**config.mk**
```make
export PLATFORM = sky130hd
export DESIGN_NAME = laser_draw
export DESIGN_NICKNAME = d
export VERILOG_FILES = /design/src/rtl/space_invaders_pkg.sv /design/src/rtl/laser_draw_rect_scanner.sv /design/src/rtl/laser_draw.sv
export SDC_FILE = /design/constraint.sdc
export NUM_CORES = 1
export LEC_CHECK = 0
export ABC_AREA = 1
export CORE_AREA = 2 2 75 77
export DETAILED_ROUTE_END_ITERATION = 7
export DIE_AREA = 0 0 77 79
export GPL_TIMING_DRIVEN = 1
export PLACE_DENSITY = 0.79
export SYNTH_ARGS = -nofsm -noshare
export SYNTH_HDL_FRONTEND = slang
export SYNTH_SLANG_ARGS = --single-unit
export TNS_END_PERCENT = 30
```
**constraint.sdc**
```tcl
create_clock -name clk -period 2.35 [get_ports clk]
set_input_delay 0.3525 -clock clk [delete_from_list [all_inputs] [get_ports clk]]
set_output_delay 0.3525 -clock clk [all_outputs]
set_load 0.01 [all_outputs]
```
**src/rtl/space_invaders_pkg.sv**
```systemverilog
// Shared constants and types for the space-invaders video blocks.
// Holds screen geometry, colour codes, the laser draw state type, scanner
// counter widths and the on-screen test used by the optional clip build.
package space_invaders_pkg;

  localparam int SCREEN_W = 160;
  localparam int SCREEN_H = 120;

  localparam logic [2:0] COL_BLACK = 3'b000;
  localparam logic [2:0] COL_RED   = 3'b100;

  // Counter widths cover the largest sprite: 8 columns, 4 rows.
  localparam int COL_CNT_W = 3;
  localparam int ROW_CNT_W = 2;

  typedef enum logic [1:0] {
    ST_IDLE  = 2'd0,
    ST_ERASE = 2'd1,
    ST_DRAW  = 2'd2,
    ST_FIN   = 2'd3
  } draw_state_t;

  // True when the unwrapped pixel coordinate lies inside the visible screen.
  function automatic logic on_screen(input logic [8:0] ux, input logic [7:0] uy);
    return (ux < 9'(SCREEN_W)) && (uy < 8'(SCREEN_H));
  endfunction

endpackage

```
**src/rtl/laser_draw_rect_scanner.sv**
```systemverilog
// rect_scanner: walks a W x H rectangle one pixel per advance, column
// fastest. o_last flags the final pixel so the caller can change phase.
// The same instance serves both the erase and the draw phase.
import space_invaders_pkg::*;

module rect_scanner #(
  parameter int W = 4,
  parameter int H = 1
) (
  input  logic                 clk,
  input  logic                 reset_n,
  input  logic                 i_clear,
  input  logic                 i_advance,
  output logic [COL_CNT_W-1:0] o_col,
  output logic [ROW_CNT_W-1:0] o_row,
  output logic                 o_last
);

  localparam logic [COL_CNT_W-1:0] COL_MAX = COL_CNT_W'(W - 1);
  localparam logic [ROW_CNT_W-1:0] ROW_MAX = ROW_CNT_W'(H - 1);

  logic [COL_CNT_W-1:0] r_col;
  logic [ROW_CNT_W-1:0] r_row;

  // Column/row counters: clear wins over advance; wrap at the rectangle edge.
  always_ff @(posedge clk) begin
    if (!reset_n) begin
      r_col <= 3'd0;
      r_row <= 2'd0;
    end else if (i_clear) begin
      r_col <= 3'd0;
      r_row <= 2'd0;
    end else if (i_advance) begin
      if (r_col == COL_MAX) begin
        r_col <= 3'd0;
        if (r_row == ROW_MAX) begin
          r_row <= 2'd0;
        end else begin
          r_row <= r_row + 2'd1;
        end
      end else begin
        r_col <= r_col + 3'd1;
      end
    end else begin
      r_col <= r_col;
      r_row <= r_row;
    end
  end

  assign o_col  = r_col;
  assign o_row  = r_row;
  assign o_last = (r_col == COL_MAX) && (r_row == ROW_MAX);

endmodule

```
**src/rtl/laser_draw.sv**
```systemverilog
// laser_draw: on each frame tick, erases the laser sprite at its previous
// position and redraws it at the newly latched one through the VGA plot port.
// All outputs are registered, so every phase shows up one cycle after the
// state that produces it. Build option LASER_DRAW_CLIP_EN suppresses the
// write strobe for pixels that fall off the 160x120 screen (scan timing is
// unchanged); without it coordinates wrap modulo 256/128.
module laser_draw
  import space_invaders_pkg::*;
#(
  parameter int         W      = 4,
  parameter int         H      = 1,
  parameter logic [2:0] COLOUR = COL_RED
) (
  input  logic       clk,
  input  logic       reset_n,
  input  logic       start,
  input  logic       active,
  input  logic [7:0] x_pos,
  input  logic [6:0] y_pos,
  output logic [7:0] vga_x,
  output logic [6:0] vga_y,
  output logic [2:0] vga_colour,
  output logic       vga_plot,
  output logic       busy,
  output logic       done
);

  draw_state_t r_state;
  draw_state_t w_next_state;

  logic [7:0] r_prev_x;
  logic [6:0] r_prev_y;
  logic       r_prev_valid;
  logic [7:0] r_new_x;
  logic [6:0] r_new_y;
  logic       r_new_act;

  logic [7:0] r_vga_x;
  logic [6:0] r_vga_y;
  logic [2:0] r_vga_colour;
  logic       r_vga_plot;
  logic       r_busy;
  logic       r_done;

  logic                 w_accept;
  logic                 w_update;
  logic                 w_scan_clear;
  logic                 w_scan_adv;
  logic [COL_CNT_W-1:0] w_col;
  logic [ROW_CNT_W-1:0] w_row;
  logic                 w_last;
  logic [7:0]           w_base_x;
  logic [6:0]           w_base_y;
  logic [7:0]           w_pix_x;
  logic [6:0]           w_pix_y;
  logic                 w_onscreen;
  logic [7:0]           w_x;
  logic [6:0]           w_y;
  logic [2:0]           w_colour;
  logic                 w_plot;
  logic                 w_busy;
  logic                 w_done;

  rect_scanner #(
    .W (W),
    .H (H)
  ) u_scan (
    .clk       (clk),
    .reset_n   (reset_n),
    .i_clear   (w_scan_clear),
    .i_advance (w_scan_adv),
    .o_col     (w_col),
    .o_row     (w_row),
    .o_last    (w_last)
  );

  // Rectangle origin: erase walks the old position, draw walks the new one.
  always_comb begin
    w_base_x = r_prev_x;
    w_base_y = r_prev_y;
    if (r_state == ST_DRAW) begin
      w_base_x = r_new_x;
      w_base_y = r_new_y;
    end else begin
      w_base_x = r_prev_x;
      w_base_y = r_prev_y;
    end
  end

`ifdef LASER_DRAW_CLIP_EN
  logic [8:0] w_sum_x;
  logic [7:0] w_sum_y;
  assign w_sum_x    = {1'b0, w_base_x} + {6'd0, w_col};
  assign w_sum_y    = {1'b0, w_base_y} + {6'd0, w_row};
  assign w_pix_x    = w_sum_x[7:0];
  assign w_pix_y    = w_sum_y[6:0];
  assign w_onscreen = on_screen(w_sum_x, w_sum_y);
`else
  assign w_pix_x    = w_base_x + {5'd0, w_col};
  assign w_pix_y    = w_base_y + {5'd0, w_row};
  assign w_onscreen = 1'b1;
`endif

  // Next-state and pre-register output decode; defaults keep the FSM idle.
  always_comb begin
    w_next_state = r_state;
    w_accept     = 1'b0;
    w_update     = 1'b0;
    w_scan_clear = 1'b0;
    w_scan_adv   = 1'b0;
    w_x          = 8'd0;
    w_y          = 7'd0;
    w_colour     = COL_BLACK;
    w_plot       = 1'b0;
    w_busy       = 1'b0;
    w_done       = 1'b0;
    case (r_state)
      ST_IDLE: begin
        // r_busy is still high during the done cycle; a tick there is dropped.
        if (start && !r_busy) begin
          w_accept     = 1'b1;
          w_scan_clear = 1'b1;
          if (r_prev_valid) begin
            w_next_state = ST_ERASE;
          end else if (active) begin
            w_next_state = ST_DRAW;
          end else begin
            w_next_state = ST_FIN;
          end
        end else begin
          w_next_state = ST_IDLE;
        end
      end
      ST_ERASE: begin
        w_busy   = 1'b1;
        w_x      = w_pix_x;
        w_y      = w_pix_y;
        w_colour = COL_BLACK;
        w_plot   = w_onscreen;
        if (w_last) begin
          w_scan_clear = 1'b1;
          w_next_state = r_new_act ? ST_DRAW : ST_FIN;
        end else begin
          w_scan_adv = 1'b1;
        end
      end
      ST_DRAW: begin
        w_busy   = 1'b1;
        w_x      = w_pix_x;
        w_y      = w_pix_y;
        w_colour = COLOUR;
        w_plot   = w_onscreen;
        if (w_last) begin
          w_scan_clear = 1'b1;
          w_next_state = ST_FIN;
        end else begin
          w_scan_adv = 1'b1;
        end
      end
      ST_FIN: begin
        w_busy       = 1'b1;
        w_done       = 1'b1;
        w_update     = 1'b1;
        w_next_state = ST_IDLE;
      end
      default: begin
        w_next_state = ST_IDLE;
      end
    endcase
  end

  // State register; reset aborts any pass in progress.
  always_ff @(posedge clk) begin
    if (!reset_n) begin
      r_state <= ST_IDLE;
    end else begin
      r_state <= w_next_state;
    end
  end

  // Capture the requested position once per accepted tick.
  always_ff @(posedge clk) begin
    if (!reset_n) begin
      r_new_x   <= 8'd0;
      r_new_y   <= 7'd0;
      r_new_act <= 1'b0;
    end else if (w_accept) begin
      r_new_x   <= x_pos;
      r_new_y   <= y_pos;
      r_new_act <= active;
    end else begin
      r_new_x   <= r_new_x;
      r_new_y   <= r_new_y;
      r_new_act <= r_new_act;
    end
  end

  // Remember what is on screen now so the next pass knows what to erase.
  always_ff @(posedge clk) begin
    if (!reset_n) begin
      r_prev_x     <= 8'd0;
      r_prev_y     <= 7'd0;
      r_prev_valid <= 1'b0;
    end else if (w_update) begin
      r_prev_x     <= r_new_x;
      r_prev_y     <= r_new_y;
      r_prev_valid <= r_new_act;
    end else begin
      r_prev_x     <= r_prev_x;
      r_prev_y     <= r_prev_y;
      r_prev_valid <= r_prev_valid;
    end
  end

  // Output register stage driving the VGA adapter and handshake lines.
  always_ff @(posedge clk) begin
    if (!reset_n) begin
      r_vga_x      <= 8'd0;
      r_vga_y      <= 7'd0;
      r_vga_colour <= 3'd0;
      r_vga_plot   <= 1'b0;
      r_busy       <= 1'b0;
      r_done       <= 1'b0;
    end else begin
      r_vga_x      <= w_x;
      r_vga_y      <= w_y;
      r_vga_colour <= w_colour;
      r_vga_plot   <= w_plot;
      r_busy       <= w_busy;
      r_done       <= w_done;
    end
  end

  assign vga_x      = r_vga_x;
  assign vga_y      = r_vga_y;
  assign vga_colour = r_vga_colour;
  assign vga_plot   = r_vga_plot;
  assign busy       = r_busy;
  assign done       = r_done;

endmodule

```
* After elaboration in Yosys (flattened, before gate mapping)
Cells that the tools add are included.
** Storage, ports and cells
- Flip-flop bits (word level) :: 60
- Input bits :: 19
- Output and inout bits :: 21
- Word-level logic and storage cells :: 58
** Cells by class
- Add/subtract/negate cells :: 4
- Equality and inequality tests :: 6
- Mux-type cells :: 21
- Bitwise operators :: 1
- Reduce and logical (&&, ||, !) cells :: 11
** Operator list (number)
- 2-to-1 mux 1 bit :: 10
- 2-to-1 mux 2 bit :: 5
- adder 8 x 3 -> 8 bit :: 1
- 2-to-1 mux 8 bit :: 1
- case mux 2 bit (4 select lines) :: 1
- adder 7 x 2 -> 7 bit :: 1
- 2-to-1 mux 7 bit :: 1
- 2-to-1 mux 3 bit :: 2
- AND reduction 2 bit :: 3
- equality test 2 bit (second input constant) :: 2
- logical NOT 2 bit :: 2
- inequality test 2 x 1 -> 1 bit (second input constant) :: 2
- OR reduction 2 bit :: 2
- adder 3 x 1 -> 3 bit (second input constant) :: 1
- equality test 3 x 2 -> 1 bit (second input constant) :: 1
- OR reduction 3 bit :: 1
- adder 2 x 1 -> 2 bit (second input constant) :: 1
- equality test 2 x 1 -> 1 bit (second input constant) :: 1
- logical AND 1 bit :: 2
- case mux 1 bit (2 select lines) :: 1
- logical NOT 1 bit :: 1
- inverter 1 bit :: 1

* Longest topological paths before layout
- Word-level depth :: 5
- Gate-level depth with buffers :: 16
- Gate-level depth less buffers :: 15

* By module
A second synthesis with hierarchy kept.
** Second synthesis, totals
- Cell total of the unflattened synthesis :: 331
- Area, all modules :: 2605.0 µm²
** Modules (own cells, without submodules)
- laser_draw :: instances 1, cells an instance 297, area each 2346.0 µm², sequential area each 1061.0 µm²
- rect_scanner :: instances 1, cells an instance 34, area each 259.0 µm², sequential area each 100.1 µm²

* Worst setup path before layout
No wires, ideal clock.
- Path kind :: register to register
- Start point :: register r_state[0]
- End point :: register r_vga_x[4], in the netlist vga_x[4]
- Setup time :: 0.119 ns
- Arrival time :: 2.047 ns
- Required time :: 2.231 ns
- Slack :: 0.183 ns
- Cell stages (with the launch flop) :: 16
- Buffers on the path :: 1
- Period minus slack after synthesis :: 2.167 ns
- Path through :: dfxtp_1 > inv_1 > ha_1 > inv_1 > buf_2 > nand2_1 > o21ai_0 > ha_1 > inv_1 > fa_1 > inv_1 > nand2_1 > nand2_1 > nand2_1 > o21ai_0 > a21oi_1
** Between the ends
- Word-level cells in the longest chain between the ends :: 3
- Elaborated cells between the ends (all ways) :: 6
- Those cells by class :: 1 x add/sub; 2 x eq/ne; 1 x mux; 2 x reduce/logical
** RTL lines
- start: declaration :: RTL line laser_draw.sv:28 : draw_state_t r_state;
- start signal: assignment :: RTL line laser_draw.sv:177 : r_state <= w_next_state;
- equality test 2 bit or equality test 2 x 1 -> 1 bit (tied branches) :: RTL line laser_draw.sv:81, laser_draw.sv:117
- 2-to-1 mux 8 bit or OR reduction 2 bit (tied branches)
- adder 8 x 3 -> 8 bit or AND reduction 2 bit (tied branches)
- end signal: assignment :: RTL line laser_draw.sv:225 : r_vga_x <= w_x;
- end: declaration :: RTL line laser_draw.sv:38 : logic [7:0] r_vga_x;
Parallel ways exist; a longest one is shown, timed or not.
A chain may end at the register's enable or synchronous reset.

* Final worst setup path
- Start point :: register r_state[0]
- End point :: register r_vga_x[6], in the netlist vga_x[6]
The elaborated chain is that of the path after synthesis.

==> results by stage <==
Outcome:
- The run finished with clean final reports.

Clocking:
- At the later pin of the worst-skew pair, clock insertion delay measures 0.34 ns.
- The number of buffers added by the clock tree synthesis step is 9.
- The number of hold-repair buffers added at the cts stage is 0.
- Counting along the longest clock path gives a buffer depth of 2.
- CTS saw 58 sinks.
- The clock edge transition at the registers on the reported setup and hold paths is 0.07 ns.
- The root buffer selected by CTS is sky130_fd_sc_hd__clkbuf_8.
- TritonCTS built the clock tree.
- The H-tree was split into 3 levels.

Yosys:
- The share of the Yosys chip area taken by registers is 45.2%.
- The cell count after synthesis is 336.
- Counting distinct cell types in the post-synthesis netlist gives 28.
- The flip-flop and latch count after synthesis is 58.
- The count of warnings emitted by yosys is 0.
- The mean cell area of the mapped netlist is 7.65 sq um.
- The mapped cell area is 2570 sq um.

Critical path:
- For the worst setup path, the data required time is 2.63 ns.
- The cell with the largest stage delay on the worst path is sky130_fd_sc_hd__fa_1.
- Across all register-to-register paths, the minimum setup slack is 0.22 ns.
- Grouping stages by cell kind, the critical path spends the most delay in adder cells.
- The destination of the critical timing path is vga_x[6].
- The critical path data arrival time is 2.41 ns.
- The worst register-to-register path has a depth of 14.
- STA classifies the critical path endpoint as a flop.
- Counting both buffers and inverters, the worst setup path holds a total of 4.
- The reg-to-reg critical path startpoint is r_state[0].
- The cell count along the critical path is 14.
- The endpoint identified for the worst register-to-register timing path is vga_x[6].
- The largest single stage delay on the critical path is 0.36 ns.
- The worst setup path is launched from a flop.
- The start point of the critical path is r_state[0].
- Walking the worst path, the cells encountered are inv_1, ha_2, inv_4, o21ai_0, ha_1, inv_1, fa_1, inv_1, nand2_1, nand2_1, nand2_1, nor2_1, o21ai_0, nor2_1.
- The worst setup path is of the flop to flop kind.
- The maximum fanout along the worst path is 10.

Placed design:
- The HPWL after detailed placement is 3750 um.
- At the end of routability-driven placement, the weighted congestion stood at 0.799.
- In this run the cell area measured after placement is 2990 sq um.
- The count of buffers from port buffering is 37.

Die:
- In this run the core area contains 27 standard-cell rows.
- The die covers 6080 sq um.
- The area of the placeable core is 5340 sq um.
- In this run the horizontal extent of the chip is 77 um.
- In this run the vertical extent of the chip is 79 um.
- The number of top-level pins is 40.
- The initial core utilization is 48.2%.

Global routing:
- Across every metal layer, demand over resource in global routing totals 18.8%.
- The first global-routing pass estimated 8980 um of wire.
- The met1 capacity usage during global routing is 22.5%.
- Entering global routing, the biggest net connects 28 pins.
- The routing usage on met3 is 3.75%.
- In the global route stage, met2 resource usage came out at 31.0%.
- The number of global-route vias before repair is 2,062.
- The number of antenna violations at the first check in global routing is 0.
- The total grt overflow is 0.
- The most used routing layer in global routing is met2.

STA:
- Static timing analysis puts the maximum clock frequency at 470 MHz.
- The final-report max-slew violation count was 0.
- The sum of negative setup slack is 0 ns.
- The final worst clock skew is 0.00788 ns.
- The hold violation total from the final report was 0.
- The final critical path takes up 90.5% of the cycle.
- Setup repair after global routing left no endpoint under its margin.
- Setup violations remaining at the end of the flow were counted as 0.
- The final period demand of the worst path is 2.13 ns.

Cells and area:
- The number of antenna repair diodes is 0.
- The net count of the finished layout is 411.
- The fraction of layout cells with a size suffix above 1 is 9.69%.
- The finished layout cell area is 3230 sq um.
- From synthesis to final layout, the design area changed by 25.6%.
- Counting the fill cells in the layout gives 505.

Route:
- The overall via count from detail_route is 2,194.
- The detail-routed net length per standard cell is 11.4 um.
- The number of optimization iterations in the first detailed-route pass is 5.
- The number of nets still failing antenna checks after routing is 0.
- The via density per instance is 4.83.
- The DRC marker count from the first detailed-route iteration is 100.
- After detailed routing, the total wire length is 5170 um.
- In the routed design, unresolved DRC markers number 0.

Worst hold path:
- The min-delay analysis places its worst path in the category flop to flop.

Pwr:
- The static leakage is 1.35 nW.
- Dividing total power by cell area gives a power density of 1040 nW/um^2.
- The worst IR drop on VDD is 611 uV.

Job:
- Across the run, the number of max-cap violations was 0.
[how the worst min path moves through the flow]
stage | cells after the start | start | to | slack [ns]
after detailed placement | 2 | r_prev_y[6] | r_prev_y[6] | 0.44
final | 2 | r_prev_y[6] | r_prev_y[6] | 0.46
after floorplan | 2 | r_prev_y[6] | r_prev_y[6] | 0.43
after CTS | 2 | r_prev_y[6] | r_prev_y[6] | 0.45
after global placement | 2 | r_prev_y[6] | r_prev_y[6] | 0.44
after global routing | 2 | r_prev_y[6] | r_prev_y[6] | 0.48
[synth_stat cells, drive strengths merged]
master,instances,area [sq um]
a31oi,1,6.26
ha,13,163
nand2,55,214
a21o,1,7.51
or2,2,12.5
a21oi,45,225
nand3b,1,7.51
nor3b,1,7.51
o21ai,50,258
fa,2,40.0
nor3,2,10.0
conb,1,3.75
nand3,12,65.1
nor2,29,116
dfxtp,58,1160
buf,12,82.6
clkbuf,4,15.0
inv,47,176
[tightest hold or removal path: stages (launching register included)]
cell                      delay (ns)
sky130_fd_sc_hd__dfxtp_1        0.30
sky130_fd_sc_hd__inv_1          0.06
sky130_fd_sc_hd__a21oi_1        0.06
[power breakdown]
part / internal (W) / switching (W)
logic: 0.000417 / 0.000685
registers: 0.00116 / 0.0000879
clock network: 0.000622 / 0.000391
[final cells by class]
type | instances | area, sq um | share of cell area [%]
clock buffers | 11 | 141 | 4.38
repair buffers | 45 | 434 | 13.4
inverters | 47 | 179 | 5.54
multi-input cells | 216 | 1150 | 35.5
flip-flops and latches | 58 | 1160 | 36.0
well taps | 72 | 90.1 | 2.79
clock inverters | 5 | 77.6 | 2.40
[routing by layer]
layer	part of all wire (%)	wire [um]
met1	46	2390
met2	46	2400
met3	4.3	220
met4	3.0	155
met5	0	0
[kinds of logic (layout without fill, tap and decap cells)]
logic type	Yosys count	count (layout)	synth area share, %
simple gates	102	102	16.8
compound gates	97	97	19.3
buf+inv	63	108	10.7
flops	58	58	45.2
fa+ha+maj	15	15	7.88
other cells	1	2	0.146
[registers in the layout, indices dropped and copies added (netlist names), 2 cells and up]
name / count
r_prev_y: 7
u_scan.o_row: 2
vga_y: 7
r_prev_x: 8
u_scan.o_col: 3
r_new_x: 8
r_state: 2
r_new_y: 7
vga_x: 8
[stage by stage]
step	setup WS, ns	total power (W)	hold slack (ns)	instances	util, %
floorplan	0.183	0.00205	0.429	337	-
global placement	0.206	0.00229	0.440	437	56.0
detailed placement	0.101	0.00232	0.445	437	56.0
CTS	0.0557	0.00334	0.454	453	60.1
global route	0.00556	0.00359	0.475	454	60.5
finish	0.223	0.00337	0.456	454	60.5
[layout by cell type (no fill, tap or decap), drive strengths merged]
cell type / n
a21o: 1
a21oi: 45
a31oi: 1
buf: 8
bufinv: 2
clkbuf: 11
clkdlybuf4s50: 37
clkinv: 2
clkinvlp: 1
conb: 2
dfxtp: 58
fa: 2
ha: 13
inv: 47
nand2: 55
nand3: 12
nand3b: 1
nor2: 29
nor3: 2
nor3b: 1
o21ai: 50
or2: 2
[what timing repair did]
item / CTS / global route
endpoints found under the hold margin: 0 / 0
setup endpoints to repair: 0 / 6
gates resized for setup: 0 / 7
buffers inserted: 0 / 1
(Power assumes the default switching activity.)
